===== config.mk =====
export PLATFORM = sky130hd
export DESIGN_NAME = wb_write_arbiter
export DESIGN_NICKNAME = d
export VERILOG_FILES = /design/src/rtl/mips_pkg.sv /design/src/rtl/wb_load_queue.sv /design/src/rtl/wb_write_arbiter.sv
export SDC_FILE = /design/constraint.sdc
export NUM_CORES = 1
export LEC_CHECK = 0
export CAP_MARGIN = 20
export CORE_MARGIN = 8
export CORE_UTILIZATION = 30
export CTS_CLUSTER_SIZE = 25
export DETAILED_ROUTE_END_ITERATION = 10
export GPL_TIMING_DRIVEN = 0
export PLACE_DENSITY = 0.52
export SLEW_MARGIN = 40
export SYNTH_ARGS = -nofsm -noshare
export SYNTH_HDL_FRONTEND = slang
export SYNTH_HIERARCHICAL = 1
export SYNTH_SLANG_ARGS = --single-unit

===== constraint.sdc =====
create_clock -name clk -period 2.44 [get_ports clk]
set_input_delay 0.488 -clock clk [delete_from_list [all_inputs] [get_ports clk]]
set_output_delay 0.488 -clock clk [all_outputs]
set_load 0.005 [all_outputs]

===== src/rtl/mips_pkg.sv =====
// Shared write-back types and constants for the MIPS datapath.
package mips_pkg;

    localparam logic [4:0] REG_ZERO = 5'd0;
    localparam int         REG_W    = 5;
    localparam int         DATA_W   = 32;

    typedef struct packed {
        logic              live;
        logic [REG_W-1:0]  rd;
        logic [DATA_W-1:0] data;
    } wb_entry_t;

endpackage


===== src/rtl/wb_load_queue.sv =====
// Small FIFO of load results awaiting the register-file write port.
// Entries can be killed by destination register; killed entries stay queued until popped.
module wb_load_queue
    import mips_pkg::*;
#(
    parameter int unsigned DEPTH = 2
) (
    input  logic                    clk,
    input  logic                    rst_n,
    input  logic                    push,
    input  wb_entry_t               pushEntry,
    input  logic                    pop,
    output wb_entry_t               headEntry,
    input  logic                    kill,
    input  logic [REG_W-1:0]        killReg,
    output logic [$clog2(DEPTH):0]  count,
    output logic [2**REG_W-1:0]     liveMask
);

    localparam int PW = $clog2(DEPTH);

    wb_entry_t                entries [DEPTH];
    logic      [PW-1:0]       headPtr;
    logic      [PW-1:0]       tailPtr;
    logic      [$clog2(DEPTH):0] countNext;

    always_comb begin
        countNext = count;
        unique case ({push, pop})
            2'b10:   countNext = count + 1'b1;
            2'b01:   countNext = count - 1'b1;
            default: countNext = count;
        endcase
    end

    always_ff @(posedge clk or negedge rst_n) begin
        if (!rst_n) begin
            for (int i = 0; i < DEPTH; i++) begin
                entries[i] <= '0;
            end
            headPtr <= '0;
            tailPtr <= '0;
            count   <= '0;
        end else begin
            for (int i = 0; i < DEPTH; i++) begin
                if (kill && entries[i].rd == killReg) begin
                    entries[i].live <= 1'b0;
                end
            end
            // Popped slots are marked dead so the live mask can scan every slot.
            if (pop) begin
                entries[headPtr].live <= 1'b0;
                headPtr               <= headPtr + 1'b1;
            end
            if (push) begin
                entries[tailPtr] <= pushEntry;
                tailPtr          <= tailPtr + 1'b1;
            end
            count <= countNext;
        end
    end

    assign headEntry = entries[headPtr];

    always_comb begin
        liveMask = '0;
        for (int i = 0; i < DEPTH; i++) begin
            if (entries[i].live) begin
                liveMask[entries[i].rd] = 1'b1;
            end
        end
        liveMask[REG_ZERO] = 1'b0;
    end

endmodule


===== src/rtl/wb_write_arbiter.sv =====
// Arbitrates the single register-file write port between the ALU result and
// handshaked load returns, buffering loads that lose arbitration.
module wb_write_arbiter
    import mips_pkg::*;
#(
    parameter int unsigned DEPTH = 2,
    parameter int unsigned DW    = 32,
    parameter int unsigned AW    = 5
) (
    input  logic                    clk,
    input  logic                    rst_n,
    input  logic                    alu_valid,
    input  logic [AW-1:0]           alu_reg,
    input  logic [DW-1:0]           alu_data,
    input  logic                    ld_valid,
    output logic                    ld_ready,
    input  logic [AW-1:0]           ld_reg,
    input  logic [DW-1:0]           ld_data,
    output logic                    regWrite,
    output logic [AW-1:0]           writeReg,
    output logic [DW-1:0]           writeData,
    output logic [2**AW-1:0]        pending_mask,
    output logic [$clog2(DEPTH):0]  q_count
);

    localparam int CW = $clog2(DEPTH) + 1;

    logic          ldAccept;
    logic          qPush;
    logic          qPop;
    logic          qKill;
    wb_entry_t     pushEntry;
    wb_entry_t     headEntry;
    logic          wrEn;
    logic [AW-1:0] wrReg;
    logic [DW-1:0] wrData;

    assign ld_ready  = (q_count != CW'(DEPTH));
    assign ldAccept  = ld_valid & ld_ready;
    assign pushEntry = '{live: (ld_reg != REG_ZERO), rd: ld_reg, data: ld_data};

    always_comb begin
        qPush  = 1'b0;
        qPop   = 1'b0;
        qKill  = 1'b0;
        wrEn   = 1'b0;
        wrReg  = alu_reg;
        wrData = alu_data;
        if (alu_valid) begin
            wrEn  = (alu_reg != REG_ZERO);
            qKill = 1'b1;
            // A same-cycle load to the same register is older than the ALU result.
            qPush = ldAccept && (ld_reg != alu_reg);
        end else if (q_count != '0) begin
            qPop   = 1'b1;
            wrEn   = headEntry.live;
            wrReg  = headEntry.rd;
            wrData = headEntry.data;
            qPush  = ldAccept;
        end else if (ldAccept) begin
            wrEn   = (ld_reg != REG_ZERO);
            wrReg  = ld_reg;
            wrData = ld_data;
        end
    end

    wb_load_queue #(
        .DEPTH (DEPTH)
    ) u_queue (
        .clk       (clk),
        .rst_n     (rst_n),
        .push      (qPush),
        .pushEntry (pushEntry),
        .pop       (qPop),
        .headEntry (headEntry),
        .kill      (qKill),
        .killReg   (alu_reg),
        .count     (q_count),
        .liveMask  (pending_mask)
    );

    always_ff @(posedge clk or negedge rst_n) begin
        if (!rst_n) begin
            regWrite  <= 1'b0;
            writeReg  <= '0;
            writeData <= '0;
        end else begin
            regWrite <= wrEn;
            if (wrEn) begin
                writeReg  <= wrReg;
                writeData <= wrData;
            end
        end
    end

endmodule

==> impl_metrics.py, run 1 <==
metrics = {
    "logic_synthesis": {
        "syn_avg_cell_area_um2": 11.33,
        "synth-seq-cells": 118,
        "syn_area_mm2": 0.006569,
        "yosys_warnings": 6,
        "synth_top_flop_cell": "dfrtp_1",
        "synth_edf_count": 0,
        "seq_area_frac_synth": 0.4495,
        "synth.distinct_cells": 39,
        "synth.net_count": 659,
        "yosysTopAreaCellShare": 0.4495,
        "synthTopCellsByArea": "dfrtp_1, mux2_2, mux2_1, mux2_4, a31oi_1",
        "synthArstFlopShare": 1.000,
        "syn-instance-count": 580,
        "synth.largest_area_cell": "dfrtp_1",
    },
    "clock_tree": {
        "clock_latency_ns": 0.41,
        "htreeDepth": 4,
        "clk_pin_slew_worst_paths_ns": 0.06,
        "clkSinkCount": 118,
        "numCtsBuffers": 17,
        "clockBufferDepth": 2,
        "clock-root-buffer": "clkbuf_16",
        "cts_tree": "done",
    },
    "global_route": {
        "grt_pass1_vias": 5842,
        "track_usage": 0.1567,
        "overflow": 0,
        "antenna_found_initial": 0,
        "grt_max_degree": 72,
        "grt_pass1_wl_um": 32820,
    },
    "drt": {
        "wl_per_cell_um": 19.79,
        "ant_nets": 0,
        "drt_wl_total_um": 20820,
        "drtIter0Drc": 281,
        "via_per_inst": 5.101,
        "drc_errors": 0,
        "num_vias": 5366,
        "dr.pass1.iters": 6,
    },
    "timing": {
        "layout_worst_path_cycle_share": 0.9839,
        "maxSlewViolCount": 0,
        "hold_violations": 0,
        "fin_hold_ws_ns": 0.4789,
        "clock_skew_ns": 0.008295,
        "max_slew_margin": 0.6027,
        "period_needed_ns": 2.401,
        "tightest_slew_ns": 0.5960,
        "clock.fmax_ghz": 0.4166,
        "finalSetupTns_ns": 0,
        "worst_slack_ns": 0.03934,
        "setup_viol": 0,
    },
    "layout": {
        "fin_nets": 839,
        "drive_above_1_share": 0.2876,
        "final_common_cell": "clkdlybuf4s50_1",
        "diodes": 0,
        "area_growth_pct": 39.96,
        "seqCellArea_mm2": 0.002959,
        "multiInputGateArea_mm2": 0.003374,
        "fin_area_mm2": 0.009194,
        "mostFrequentLayoutCells": "clkdlybuf4s50_1, dfrtp_1, mux2_2, nor2_1",
        "fillers": 2044,
    },
    "setup_path": {
        "endpoint_kind": "primary output",
        "critical_path_required_ns": 1.95,
        "cp_max_fo": 6,
        "cp.buffers_inverters": 1,
        "cpMaxStageDelayCell": "clkdlybuf4s50_1",
        "cp.arrival_ns": 1.91,
        "path_cells": "nand3b_1 -> o22ai_1 -> clkdlybuf4s50_1",
        "max_stage_delay_ns": 0.53,
        "worst_setup_path_start_kind": "flip-flop",
        "cp_top_family": "buffers and inverters",
        "worstSetupPathType": "reg2out",
    },
    "die": {
        "fp.dieH_um": 164.0,
        "boundaryPins": 151,
        "die_w_um": 164.0,
        "dieArea_mm2": 0.02689,
        "core_area_mm2": 0.02169,
        "start_util": 0.3029,
        "rows": 54,
    },
    "placement": {
        "gp_congestion": 0.8410,
        "pre_cts_slack_ns": -0.8149,
        "post_dp_cell_area_mm2": 0.008443,
        "hpwl_um": 14880,
        "portBuffers": 149,
    },
    "pwr": {
        "cellLeakagePower_nw": 3.837,
        "pwr-share-comb": 0.486,
        "ir_worst_vdd_mv": 0.6865,
        "p_per_area_mw_per_mm2": 1289,
        "clock_power_share": 0.209,
        "internal_power_w": 0.007832,
        "seq_power_share": 0.305,
        "total_power_w": 0.01185,
        "power.switching_w": 0.004015,
        "sw_frac_of_total": 0.3389,
    },
    "status": {
        "status": "finished, final reports clean",
    },
    "worst_hold_path": {
        "min_path_type": "reg2reg",
    },
    "run": {
        "max_cap_viol_count": 0,
    },
}
## routing by layer
layer	track usage	part of all wire	vias up
met3	0.03033	0.049	21
met1	0.1958	0.44	2706
li1	-	-	2492
met5	0	0	-
met4	0.05207	0.013	0
met2	0.2669	0.50	147
## area by class of cell
class,instances,area share
Timing Repair Buffer,165,0.1746
Multi-Input combinational cell,405,0.3670
Clock inverter,8,0.01062
Inverter,5,0.002041
Tap cell,280,0.03811
Buffer,48,0.03266
Sequential cell,118,0.3219
Clock buffer,23,0.05308
## sequential cells by signal (all words and copies together), names as in the netlist
register / count
writeData: 32
u_queue/count: 2
u_queue/tailPtr: 1
u_queue/entries: 76
regWrite: 1
u_queue/headPtr: 1
writeReg: 5
## path summary, 6_finish.rpt
| path | start | to | slack [ns] | cells past startpoint |
|---|---|---|---|---|
| worst max-delay path | u_queue/entries[33]$_DFFE_PN0P_ | pending_mask[21] | 0.04 | 3 |
| worst min-delay path | u_queue/entries[56]$_DFFE_PN0P_ | u_queue/entries[56]$_DFFE_PN0P_ | 0.48 | 1 |
| worst max register to register | u_queue/count[1]$_DFFE_PN0P_ | writeReg[0]$_DFFE_PN0P_ | 0.20 | 8 |
| worst min register to register | u_queue/entries[56]$_DFFE_PN0P_ | u_queue/entries[56]$_DFFE_PN0P_ | 0.48 | 1 |
| max in group asynchronous | rst_n | u_queue/entries[35]$_DFFE_PN0P_ | 1.15 | 3 |
| min in group asynchronous | rst_n | u_queue/entries[56]$_DFFE_PN0P_ | 0.58 | 2 |
## timing repair
action | 4_1_cts | 5_1_grt
hold buffers | 1 | 0
gates resized for setup | 42 | 39
endpoints found under the setup margin | 41 | 101
buffers inserted | 9 | 5
endpoints found under the hold margin | 37 | 0
cloned | 0 | 0
pin swaps | 4 | 1
## metrics by stage
| step | instances | utilization |
|---|---|---|
| floorplan | 580 | - |
| global placement | 1009 | 0.3878 |
| detailed placement | 1010 | 0.3893 |
| CTS | 1048 | 0.4197 |
| global route | 1052 | 0.4239 |
| finish | 1052 | 0.4239 |
## power groups by stage
stage                     Sequential, W  Combinational (W)  Clock, W
after floorplan                 0.00345            0.00363         0
after global placement          0.00352            0.00555         0
after detailed placement        0.00358            0.00566         0
after CTS                       0.00360            0.00573   0.00254
after global routing            0.00376            0.00623   0.00262
final                           0.00361            0.00576   0.00248
## cells by family after synthesis
group / synth area share
other cells: 0.0005709
flops: 0.4495
mux: 0.2709
fa+ha+maj: 0.001904
simple gates: 0.09371
xor+xnor: 0.02667
compound gates: 0.1114
buf+inv: 0.04533
## synth_stat cells, types with 7 or more instances
master / n
a31oi_1: 40
buf_2: 16
clkbuf_1: 23
dfrtp_1: 118
mux2_1: 38
mux2_2: 84
mux2_4: 27
nand3_1: 41
nand3b_1: 10
nor2_1: 42
o21ai_0: 39
o22ai_1: 24
o22ai_2: 7
xor2_1: 16
Note: power is estimated with default switching activity, not from simulation.
==> run 2: changes to the inputs <==
CORE_UTILIZATION = 45   (was 30)
PLACE_DENSITY = 0.73   (was 0.52)
==> run 2 against run 1 <==
  * The flow now finishes with violations (negative hold slack)
  * Power up 2.3%
  * Worst hold slack got worse by 0.49 ns
  * Cell count fell by 8.0%
  * Maximum frequency fell by 1.2%
  * Register-to-register slack better by 0.06 ns
  * Sequential share of layout area down 0.11 points
  * Global-route usage increased by 5.7 points
  * Clock-buffer cell count down 3
  * Critical path type unchanged
  * Highest routed layer unchanged
==> impl_metrics.py, run 2 (synthesized netlist as in run 1, its figures left out) <==
metrics = {
    "placement": {
        "dp.cells": 914,
        "hpwl_um": 13490,
        "post_dp_cell_area_mm2": 0.008323,
        "pre_cts_slack_ns": -0.6761,
        "portBuffers": 149,
        "gp_congestion": 0.8628,
    },
    "timing": {
        "maxSlewViolCount": 0,
        "clock_skew_ns": 0.005309,
        "tightest_slew_ns": 0.5531,
        "worst_slack_ns": 0.009796,
        "clock.fmax_ghz": 0.4115,
        "layout_worst_path_cycle_share": 0.9960,
        "max_slew_margin": 0.6312,
        "fin_hold_ws_ns": -0.01242,
        "period_needed_ns": 2.430,
        "hold_violations": 8,
        "rsz0062_at_grt": "true",
        "setup_viol": 0,
    },
    "clock_tree": {
        "cts_tree": "done",
        "htreeDepth": 4,
        "clock-root-buffer": "clkbuf_16",
        "clk_pin_slew_worst_paths_ns": 0.06,
        "clockBufferDepth": 2,
        "clkSinkCount": 118,
        "clock_latency_ns": 0.42,
        "ctsHoldBuffers": 0,
        "numCtsBuffers": 17,
    },
    "global_route": {
        "grt_max_degree": 61,
        "overflow": 0,
        "grt_pass1_wl_um": 31160,
        "track_usage": 0.2137,
        "antenna_found_initial": 0,
        "grt_pass1_vias": 5954,
    },
    "setup_path": {
        "worst_r2r_endpoint": "writeData[30]$_DFFE_PN0P_",
        "cp.buffers_inverters": 4,
        "cp_top_family": "buffers and inverters",
        "critPathLaunch": "u_queue/count[1]$_DFFE_PN0P_",
        "max_stage_delay_ns": 0.52,
        "timing.rr.start": "u_queue/count[1]$_DFFE_PN0P_",
        "path_cells": "nor2b_1 -> buf_4 -> inv_1 -> buf_6 -> clkdlybuf4s50_1",
        "worstSetupPathType": "reg2out",
        "endpoint_kind": "primary output",
        "worst_setup_path_start_kind": "flip-flop",
        "cp_max_fo": 10,
        "cp.depth": 5,
        "r2r_slack_ns": 0.26,
        "cp.arrival_ns": 1.94,
        "cpMaxStageDelayCell": "clkdlybuf4s50_1",
        "ff2ff_path_depth": 8,
        "crit_end": "ld_ready",
        "critical_path_required_ns": 1.95,
    },
    "layout": {
        "area_growth_pct": 40.51,
        "diodes": 0,
        "drive_above_1_share": 0.3112,
        "fin_cells": 968,
        "largest_registers": "u_queue/entries (76), writeData (32), writeReg (5)",
        "largest_register_ffs": 76,
        "multiInputGateArea_mm2": 0.003413,
        "final_common_cell": "clkdlybuf4s50_1",
        "mostFrequentLayoutCells": "clkdlybuf4s50_1, dfrtp_1, mux2_2, nor2_1",
        "final_util": 0.6399,
        "fin_area_mm2": 0.009230,
        "seqCellArea_mm2": 0.002960,
        "fin_nets": 850,
        "fillers": 1124,
        "largest-register": "u_queue/entries",
    },
    "drt": {
        "via_per_inst": 5.743,
        "drtIter0Drc": 336,
        "num_vias": 5559,
        "wl_per_cell_um": 20.65,
        "drc_errors": 0,
        "drt_wl_total_um": 19990,
        "ant_nets": 0,
        "dr.pass1.iters": 5,
    },
    "die": {
        "core_area_mm2": 0.01442,
        "start_util": 0.4554,
        "dieArea_mm2": 0.01872,
        "die_w_um": 136.8,
        "boundaryPins": 151,
        "fp.dieH_um": 136.8,
        "rows": 44,
    },
    "run": {
        "max_cap_viol_count": 0,
    },
    "status": {
        "violations": "negative hold slack",
        "status": "finished with violations",
    },
    "pwr": {
        "cellLeakagePower_nw": 3.945,
        "ir_worst_vdd_mv": 0.6117,
        "p_per_area_mw_per_mm2": 1313,
    },
    "worst_hold_path": {
        "min_path_type": "in2async",
    },
}
[run 2: metrics by stage]
step	hold slack [ns]	TNS (ns)	power (W)
2_1_floorplan	0.1924	0	0.007074
3_3_place_gp	0.4624	-459.72	0.008912
3_5_place_dp	0.4510	-34.42	0.009133
4_1_cts	0.003780	-0.1618	0.01189
5_1_grt	0.01061	-0.4655	0.01282
6_report	-0.01242	0	0.01212
[run 2: how the worst min path moves through the flow]
| stage | slack [ns] | start | cells past startpoint | endpoint |
|---|---|---|---|---|
| 2_1_floorplan | 0.19 | rst_n | 0 | regWrite$_DFF_PN0_ |
| 3_3_place_gp | 0.46 | u_queue/entries[57]$_DFFE_PN0P_ | 1 | u_queue/entries[57]$_DFFE_PN0P_ |
| 4_1_cts | 0.004 | rst_n | 1 | writeData[20]$_DFFE_PN0P_ |
| 3_5_place_dp | 0.45 | rst_n | 1 | u_queue/entries[60]$_DFFE_PN0P_ |
| 5_1_grt | 0.01 | rst_n | 1 | u_queue/entries[60]$_DFFE_PN0P_ |
| 6_report | -0.01 | rst_n | 1 | writeData[20]$_DFFE_PN0P_ |
[run 2: what timing repair did]
| item | 4_1_cts | 5_1_grt |
|---|---|---|
| gates resized for setup | 34 | 55 |
| pin swaps | 3 | 6 |
| buffers inserted | 11 | 15 |
| setup endpoints to repair | 34 | 72 |
[run 2: per-layer routing]
layer	global-route usage	routed length (um)	vias to the layer above
met2	0.3590	9907	182
met4	0.08027	472	0
li1	-	-	2517
met1	0.2634	8479	2822
met3	0.04736	1130	38
met5	0	0	-
[run 2: cell type report]
cell class | count | area share
Sequential cell | 118 | 0.3207
Buffer | 48 | 0.03145
Clock inverter | 12 | 0.01640
Multi-Input combinational cell | 405 | 0.3698
Clock buffer | 20 | 0.05056
Tap cell | 184 | 0.02494
Inverter | 5 | 0.002033
Timing Repair Buffer | 176 | 0.1841
[run 2: power by group]
part           switching [W]  total (W)  internal, W
combinational        0.00257    0.00591      0.00335
sequential          0.000627    0.00363      0.00300
clock               0.000905    0.00258      0.00168
[run 2: worst register-to-register path: stages, from the launching register on]
cell and delay (ns):
dfrtp_2 0.43, nor2b_1 0.15, buf_4 0.18, inv_1 0.09
buf_2 0.26, buf_1 0.46, nand3_1 0.16, a31oi_1 0.21
mux2_2 0.17
==> run 3: changes to the inputs <==
CELL_PAD_IN_SITES_DETAIL_PLACEMENT = 1   (was not set)
CELL_PAD_IN_SITES_GLOBAL_PLACEMENT = 1   (was not set)
CORE_MARGIN = not set   (was 8)
CORE_UTILIZATION = 40   (was 45)
PLACE_DENSITY = 0.81   (was 0.73)
==> run 3 against run 2 <==
  * The run now ends clean
  * Sequential power is 2% higher
  * First-iteration DRC count is 43% lower
  * Sequential share of layout area hardly changed
==> impl_metrics.py, run 3 (synthesized netlist as in run 1, its figures left out) <==
metrics = {
    "status": {
        "status": "finished, final reports clean",
    },
    "setup_path": {
        "cp_max_fo": 7,
        "endpoint_kind": "primary output",
        "critical_path_required_ns": 1.95,
        "ff2ff_path_depth": 8,
        "worstSetupPathType": "reg2out",
        "r2r_slack_ns": 0.17,
        "worst_setup_path_start_kind": "flip-flop",
        "cp.arrival_ns": 1.92,
    },
    "layout": {
        "largest-register": "u_queue/entries",
        "fin_cells": 992,
        "fin_nets": 841,
        "fin_area_mm2": 0.009220,
        "mostFrequentLayoutCells": "clkdlybuf4s50_1, dfrtp_1, mux2_2, nor2_1",
        "largest_register_ffs": 76,
        "final_common_cell": "clkdlybuf4s50_1",
        "fillers": 1667,
        "area_growth_pct": 40.36,
        "drive_above_1_share": 0.2929,
        "largest_registers": "u_queue/entries (76), writeData (32), writeReg (5)",
    },
    "worst_hold_path": {
        "min_path_type": "reg2reg",
        "holdPathStages": 1,
    },
    "placement": {
        "portBuffers": 149,
        "post_dp_cell_area_mm2": 0.008363,
        "dp.cells": 946,
        "pre_cts_slack_ns": -0.7440,
        "gp_congestion": 0.8467,
        "hpwl_um": 14460,
    },
    "timing": {
        "fin_hold_ws_ns": 0.4853,
        "clock.fmax_ghz": 0.4157,
        "clock_skew_ns": 0.005239,
        "period_needed_ns": 2.406,
        "layout_worst_path_cycle_share": 0.9859,
        "setup_viol": 0,
        "tightest_slew_ns": 0.6077,
        "maxSlewViolCount": 0,
        "max_slew_margin": 0.5949,
        "hold_violations": 0,
        "rsz0062_at_grt": "true",
        "worst_slack_ns": 0.03431,
    },
    "drt": {
        "num_vias": 5552,
        "ant_nets": 0,
        "drtIter0Drc": 192,
        "wl_per_cell_um": 21.81,
        "via_per_inst": 5.597,
        "drc_errors": 0,
        "drt_wl_total_um": 21640,
        "dr.pass1.iters": 4,
    },
    "global_route": {
        "antenna_found_initial": 1,
        "overflow": 0,
        "track_usage": 0.2615,
        "grt_max_degree": 70,
        "grt_pass1_vias": 6196,
        "grt_pass1_wl_um": 33570,
    },
    "clock_tree": {
        "cts_tree": "done",
        "numCtsBuffers": 17,
        "clkSinkCount": 118,
        "clock_latency_ns": 0.41,
        "clk_pin_slew_worst_paths_ns": 0.05,
        "clock-root-buffer": "clkbuf_16",
        "htreeDepth": 4,
        "clockBufferDepth": 2,
    },
    "die": {
        "die_w_um": 130.2,
        "core_area_mm2": 0.01594,
        "fp.dieH_um": 130.2,
        "start_util": 0.4120,
        "rows": 46,
        "boundaryPins": 151,
        "dieArea_mm2": 0.01694,
    },
    "pwr": {
        "ir_worst_vdd_mv": 0.5753,
        "p_per_area_mw_per_mm2": 1321,
        "cellLeakagePower_nw": 3.979,
    },
    "run": {
        "max_cap_viol_count": 0,
    },
}
==> run 3: cell types whose count changed in the layout (fill, tap and decap cells not counted), moves of 3 or more <==
cell / before / now
dlymetal6s2s_1: 8 / 12
o22ai_1: 18 / 21
buf_2: 12 / 9
o22ai_2: 13 / 10
buf_4: 32 / 25
clkbuf_1: 15 / 18
dlygate4sd2_1: 11 / 17
clkdlybuf4s50_1: 119 / 115
clkinvlp_4: 5 / 1
==> run 3: worst paths after layout <==
path                                                 startpoint                               to
worst max register to register     u_queue/count[1]$_DFFE_PN0P_        writeData[29]$_DFFE_PN0P_
worst min-delay path            u_queue/entries[68]$_DFFE_PN0P_  u_queue/entries[68]$_DFFE_PN0P_
worst min register to register  u_queue/entries[68]$_DFFE_PN0P_  u_queue/entries[68]$_DFFE_PN0P_
min in group asynchronous                                 rst_n        writeData[19]$_DFFE_PN0P_
worst max-delay path              u_queue/entries[37]$_DFF_PN0_                  pending_mask[8]
max in group asynchronous                                 rst_n     u_queue/count[0]$_DFFE_PN0P_
==> run 3: worst max-delay path, stage by stage, from the launching register on <==
cell	delay [ns]
dfrtp_1	0.51
or3b_1	0.39
buf_2	0.21
o22ai_2	0.14
dlygate4sd2_1	0.26
==> run 3: report_power, final <==
group,internal [W],total [W],switching [W]
combinational,0.00327,0.00591,0.00264
sequential,0.00300,0.00372,0.000719
clock,0.00168,0.00255,0.000865
total,0.00796,0.0122,0.00422
==> run 3: layout make-up <==
cell class	count	area, um2	share of cell area
diodes	1	2.502	0.0002714
plain buffers	49	305.3	0.03311
clock buffers	24	481.7	0.05225
clock inverters	8	121.4	0.01316
inverters	5	18.77	0.002036
multi-input cells	405	3410	0.3698
flip-flops and latches	118	2960	0.3211
well taps	216	270.3	0.02931
repair buffers	166	1650	0.1790
==> run 3: layer usage <==
layer / routed length (um) / GRT usage / share of wire / vias to the layer above
met2: 11430 / 0.4662 / 0.53 / 167
met5: 0 / 0 / 0 / -
li1: - / - / - / 2495
met3: 957 / 0.05248 / 0.044 / 36
met4: 376 / 0.09439 / 0.017 / 0
met1: 8869 / 0.3109 / 0.41 / 2854
==> run 3: timing repair <==
action                                 in CTS  in global routing
buffers inserted                            6                  9
endpoints found under the hold margin      36                  0
hold buffers                                1                  0
gates resized for setup                    45                 40
setup endpoints to repair                  63                 50
pin swaps                                   2                  3
==> run 3: metrics by stage <==
step / util / total power (W) / TNS [ns]
after floorplan: - / 0.007074 / 0
after global placement: 0.5225 / 0.008908 / -462.07
after detailed placement: 0.5246 / 0.009243 / -40.70
after CTS: 0.5680 / 0.01202 / 0
after global routing: 0.5783 / 0.01286 / -0.1798
final: 0.5783 / 0.01218 / 0
